$ cat config.mk
export PLATFORM = sky130hd
export DESIGN_NAME = l2_arbiter
export DESIGN_NICKNAME = d
export VERILOG_FILES = /design/src/rtl/l2_arbiter.sv
export SDC_FILE = /design/constraint.sdc
export NUM_CORES = 1
export LEC_CHECK = 0
export BUFFER_PORTS_ARGS = -buffer_cell sky130_fd_sc_hd__buf_2
export CORE_AREA = 2 2 269 271
export DETAILED_ROUTE_END_ITERATION = 8
export DIE_AREA = 0 0 271 273
export PLACE_DENSITY = 0.44
export SLEW_MARGIN = 20
export SYNTH_ARGS = -nofsm -noshare
export SYNTH_HDL_FRONTEND = slang
export SYNTH_SLANG_ARGS = --single-unit
$ cat constraint.sdc
create_clock -name clk -period 4.2 [get_ports clk]
set_clock_uncertainty 0.2 [all_clocks]
set_input_delay 0.42 -clock clk [delete_from_list [all_inputs] [get_ports clk]]
set_output_delay 0.42 -clock clk [all_outputs]
set_load 0.03 [all_outputs]
$ cat src/rtl/l2_arbiter.sv
`default_nettype none
// ============================================================================
// Module   : l2_arbiter
// Purpose  : Round-robin arbiter sharing one L2 port between L1 I- and D-cache.
// Revision : 1.0 - initial release
// ============================================================================
module l2_arbiter #(
  parameter int ADDR_WIDTH = 16,
  parameter int DATA_WIDTH = 128
) (
  input  logic                  clk,
  input  logic                  reset,
  input  logic                  i_mem_read,
  input  logic [ADDR_WIDTH-1:0] i_mem_address,
  output logic [DATA_WIDTH-1:0] i_mem_rdata,
  output logic                  i_mem_resp,
  input  logic                  d_mem_read,
  input  logic                  d_mem_write,
  input  logic [ADDR_WIDTH-1:0] d_mem_address,
  input  logic [DATA_WIDTH-1:0] d_mem_wdata,
  output logic [DATA_WIDTH-1:0] d_mem_rdata,
  output logic                  d_mem_resp,
  output logic                  l2_read,
  output logic                  l2_write,
  output logic [ADDR_WIDTH-1:0] l2_address,
  output logic [DATA_WIDTH-1:0] l2_wdata,
  input  logic [DATA_WIDTH-1:0] l2_rdata,
  input  logic                  l2_resp
);

  typedef enum logic [1:0] {
    IDLE    = 2'd0,
    SERVE_I = 2'd1,
    SERVE_D = 2'd2
  } state_t;

  state_t                r_state;
  state_t                w_state_next;
  logic                  r_last_d;
  logic                  w_last_d_next;
  logic                  r_op_write;
  logic                  w_op_write_next;
  logic [ADDR_WIDTH-1:0] r_addr;
  logic [ADDR_WIDTH-1:0] w_addr_next;
  logic [DATA_WIDTH-1:0] r_wdata;
  logic [DATA_WIDTH-1:0] w_wdata_next;

  logic w_req_i;
  logic w_req_d;

  assign w_req_i = i_mem_read;
  assign w_req_d = d_mem_read | d_mem_write;

  always_ff @(posedge clk or posedge reset) begin
    if (reset) begin
      r_state    <= IDLE;
      r_last_d   <= 1'b0;
      r_op_write <= 1'b0;
      r_addr     <= '0;
      r_wdata    <= '0;
    end else begin
      r_state    <= w_state_next;
      r_last_d   <= w_last_d_next;
      r_op_write <= w_op_write_next;
      r_addr     <= w_addr_next;
      r_wdata    <= w_wdata_next;
    end
  end

  always_comb begin
    w_state_next    = r_state;
    w_last_d_next   = r_last_d;
    w_op_write_next = r_op_write;
    w_addr_next     = r_addr;
    w_wdata_next    = r_wdata;
    case (r_state)
      IDLE: begin
        // On a tie, D wins unless it was the side granted last.
        if (w_req_d && (!w_req_i || !r_last_d)) begin
          w_state_next    = SERVE_D;
          w_last_d_next   = 1'b1;
          w_op_write_next = d_mem_write;
          w_addr_next     = d_mem_address;
          w_wdata_next    = d_mem_wdata;
        end else if (w_req_i) begin
          w_state_next    = SERVE_I;
          w_last_d_next   = 1'b0;
          w_op_write_next = 1'b0;
          w_addr_next     = i_mem_address;
        end
      end
      SERVE_I, SERVE_D: begin
        if (l2_resp) w_state_next = IDLE;
      end
      default: w_state_next = IDLE;
    endcase
  end

  // L2-side outputs depend only on registered state, never on requester inputs.
  assign l2_read     = (r_state != IDLE) && !r_op_write;
  assign l2_write    = (r_state != IDLE) &&  r_op_write;
  assign l2_address  = r_addr;
  assign l2_wdata    = r_wdata;

  assign i_mem_resp  = (r_state == SERVE_I) && l2_resp;
  assign d_mem_resp  = (r_state == SERVE_D) && l2_resp;
  assign i_mem_rdata = l2_rdata;
  assign d_mem_rdata = l2_rdata;

endmodule
`default_nettype wire

==> flow_summary.yaml <==
synth:
  async_flop_share_pct: 100.0
  postSynthCellCount: 621
  net_count_after_synthesis: 918
  netlist_area_sq_um: 7715
  synth.yosys.seq_area_share_pct: 48.01
  synth.distinct_cells: 24
  primary_flip_flop_cell_chosen_by_synthesis_mapping: "sky130_fd_sc_hd__dfrtp_1"
  syn-mean-instance-area_sq_um: 12.42
  synth_seq_cells: 148
  yosysWarnings: 0
  number_of_enable_type_register_cells_in_the_synthesized_netlist: 0
floorplanning:
  placement_rows: 98
  start_util_pct: 10.87
  dieArea_sq_um: 73980
  ios: 698
  dieWidth_um: 271
  core-area_sq_um: 71000
  floorplan.die.height_um: 273
clock_tree:
  clock-sinks: 148
  tritoncts_buffers: 17
  root_buffer: "sky130_fd_sc_hd__clkbuf_16"
  postCtsResizedCells: 0
  htree_num_levels: 4
  cts_max_path_buffers: 2
  clkLatencyLatePin_ns: 0.47
  tritoncts_clock_tree: "done"
  clk_transition_reported_paths_ns: 0.07
  post-cts-setup-buffers: 0
routing:
  postRouteAntennaNets: 0
  drt_first_pass_iters: 4
  wl_per_cell_um: 11.58
  routed-via-count: 4961
  totalWireLength_um: 20850
  drt_iter0_drc: 59
  detail_routed_via_count_per_cell: 2.756
  post-route-drc-count: 0
sta:
  post-route-period-util_pct: 61.00
  rsz0062_at_grt: "no"
  finalWorstSetupSlack_ns: 1.638
  min_period_ns: 2.562
  maxSlewViolCount: 0
  timing.fmax_mhz: 390.3
  setup_total_negative_slack_ns: 0
  worstMarginPinSlew_ns: 0.7720
  final-setup-viol-count: 0
  timing.slew.headroom_pct: 48.43
  finalHoldViolCount: 0
worst_setup_path:
  critical_path_required_ns: 4.34
  critical_path.endpoint_type: "flop"
  critical_path_peak_fanout: 50
  setup.worst_path.class: "reg2reg"
  r2r-start: "r_state[0]"
  timing.critical_path.from: "r_state[0]"
  arrival_ns: 2.71
  setup.worst_path.start_class: "flop"
placed_design:
  place_area_sq_um: 8491
  port_buffers: 313
  dpl.cell_count: 1615
  place.detailed.hpwl_um: 14970
  dpl_worst_slack_ns: 1.629
  place.gp.congestion: 0.7066
worst_hold_path:
  min-delay-path-class: "in2reg"
  worstHoldStart: "d_mem_wdata[119]"
grt:
  grt_remaining_overflow: 0
  grt_antenna_before_repair: 1
  grt_start_max_net_pins: 76
  grtUsageTotal_pct: 5.734
  global_route_wire_length_before_repair_um: 31040
  via_count_of_the_first_global_routing_pass: 5508
finish:
  fillers: 7907
  most_frequent_cells_in_the_layout: "313 x sky130_fd_sc_hd__buf_2, 153 x sky130_fd_sc_hd__dlygate4sd3_1, 148 x sky130_fd_sc_hd__dfrtp_1, 118 x sky130_fd_sc_hd__mux2_2, 19 x sky130_fd_sc_hd__nand2_1"
  final_nets: 1134
  areaGrowthSynthToFinish_pct: 37.97
  finalNonFillerCells: 1800
  final_layout_size_suffix_gt1_share_pct: 55.48
  mostFrequentLayoutCell: "sky130_fd_sc_hd__buf_2"
  final_cell_area_sq_um: 10640
power:
  report.power.total_mw: 8.278
  power.leakage_nw: 4.683
  power-per-cell-area_nw_per_um2: 777.7
  power.ir.vdd_worst_mv: 0.3410
run_status:
  run_status: "finished, final reports clean"
flow_run:
  max_cap_violations: 0
cell families (layout without fill, tap and decap cells):
| kind of cell | after synthesis | count (layout) | share of synthesized area [%] |
|---|---|---|---|
| buf+inv | 277 | 505 | 27.26 |
| flops | 148 | 148 | 48.01 |
| mux | 145 | 145 | 20.89 |
| simple gates | 26 | 26 | 1.476 |
| compound gates | 22 | 22 | 1.881 |
| fa+ha+maj | 3 | 3 | 0.4866 |
| other cells | 0 | 1 | 0 |
final timing paths:
kind	to	slack, ns	cells past startpoint
hold / removal	l2_wdata[119]	0.04	2
setup reg to reg	l2_wdata[114]	1.64	5
setup / recovery	l2_wdata[114]	1.64	5
max in group asynchronous	l2_wdata[24]	2.49	4
hold reg to reg	l2_address[10]	0.28	2
min in group asynchronous	l2_wdata[10]	0.43	3
repair_timing:
item / in CTS / in global routing
hold buffers: 153 / 0
endpoints found under the setup margin: 0 / 0
hold endpoints to repair: 166 / 0
flip-flops by register name, summed over array words and instances, names as in the netlist:
register / cells
l2_wdata: 128
l2_address: 16
r_state: 2
r_last_d: 1
r_op_write: 1
critical path, stage by stage, from the launching register on:
cell	delay (ns)
sky130_fd_sc_hd__dfrtp_1	0.40
sky130_fd_sc_hd__inv_1	0.10
sky130_fd_sc_hd__ha_1	0.32
sky130_fd_sc_hd__and2_4	0.59
sky130_fd_sc_hd__buf_12	0.31
sky130_fd_sc_hd__mux2_2	0.38
where the power goes:
group	internal (mW)	switching, mW
Clock	0.978	0.708
Sequential	2.17	0.362
Combinational	1.55	2.52
cell usage after synthesis, types with 2 or more instances:
library cell | count | area share (%)
sky130_fd_sc_hd__o21ai_0 | 13 | 0.84
sky130_fd_sc_hd__mux2_2 | 118 | 17
sky130_fd_sc_hd__buf_6 | 13 | 1.9
sky130_fd_sc_hd__inv_1 | 3 | 0.15
sky130_fd_sc_hd__o21ai_1 | 3 | 0.19
sky130_fd_sc_hd__ha_1 | 3 | 0.49
sky130_fd_sc_hd__mux2i_1 | 17 | 2.2
sky130_fd_sc_hd__nor2b_1 | 2 | 0.16
sky130_fd_sc_hd__clkbuf_1 | 3 | 0.15
sky130_fd_sc_hd__dfrtp_1 | 148 | 48
sky130_fd_sc_hd__buf_4 | 257 | 25
sky130_fd_sc_hd__mux2_1 | 10 | 1.5
sky130_fd_sc_hd__and2_1 | 2 | 0.16
sky130_fd_sc_hd__nand2_1 | 19 | 0.92
routing by layer:
metal / routed length, um / vias up / track usage (%)
li1: - / 2233 / -
met3: 2492 / 90 / 3.602
met2: 10610 / 332 / 9.954
met5: 0 / - / 0.2567
met4: 1160 / 0 / 4.420
met1: 6580 / 2306 / 4.611
final cells by class:
type | instances | area [sq um] | share of cell area [%]
Multi-Input combinational cell | 196 | 1929 | 18.13
Antenna cell | 1 | 2.502 | 0.02351
Inverter | 3 | 15.01 | 0.1411
Clock buffer | 20 | 456.7 | 4.291
Tap cell | 950 | 1189 | 11.17
Timing Repair Buffer | 471 | 3186 | 29.93
Clock inverter | 11 | 162.7 | 1.528
Sequential cell | 148 | 3704 | 34.79
metrics by stage:
stage	hold WS (ns)	utilization [%]
floorplan	0.2808	-
global placement	0.2619	11.94
detailed placement	0.2692	11.96
CTS	0.0006720	14.99
global route	0.005455	14.99
finish	0.03565	14.99
(Power assumes the default switching activity.)
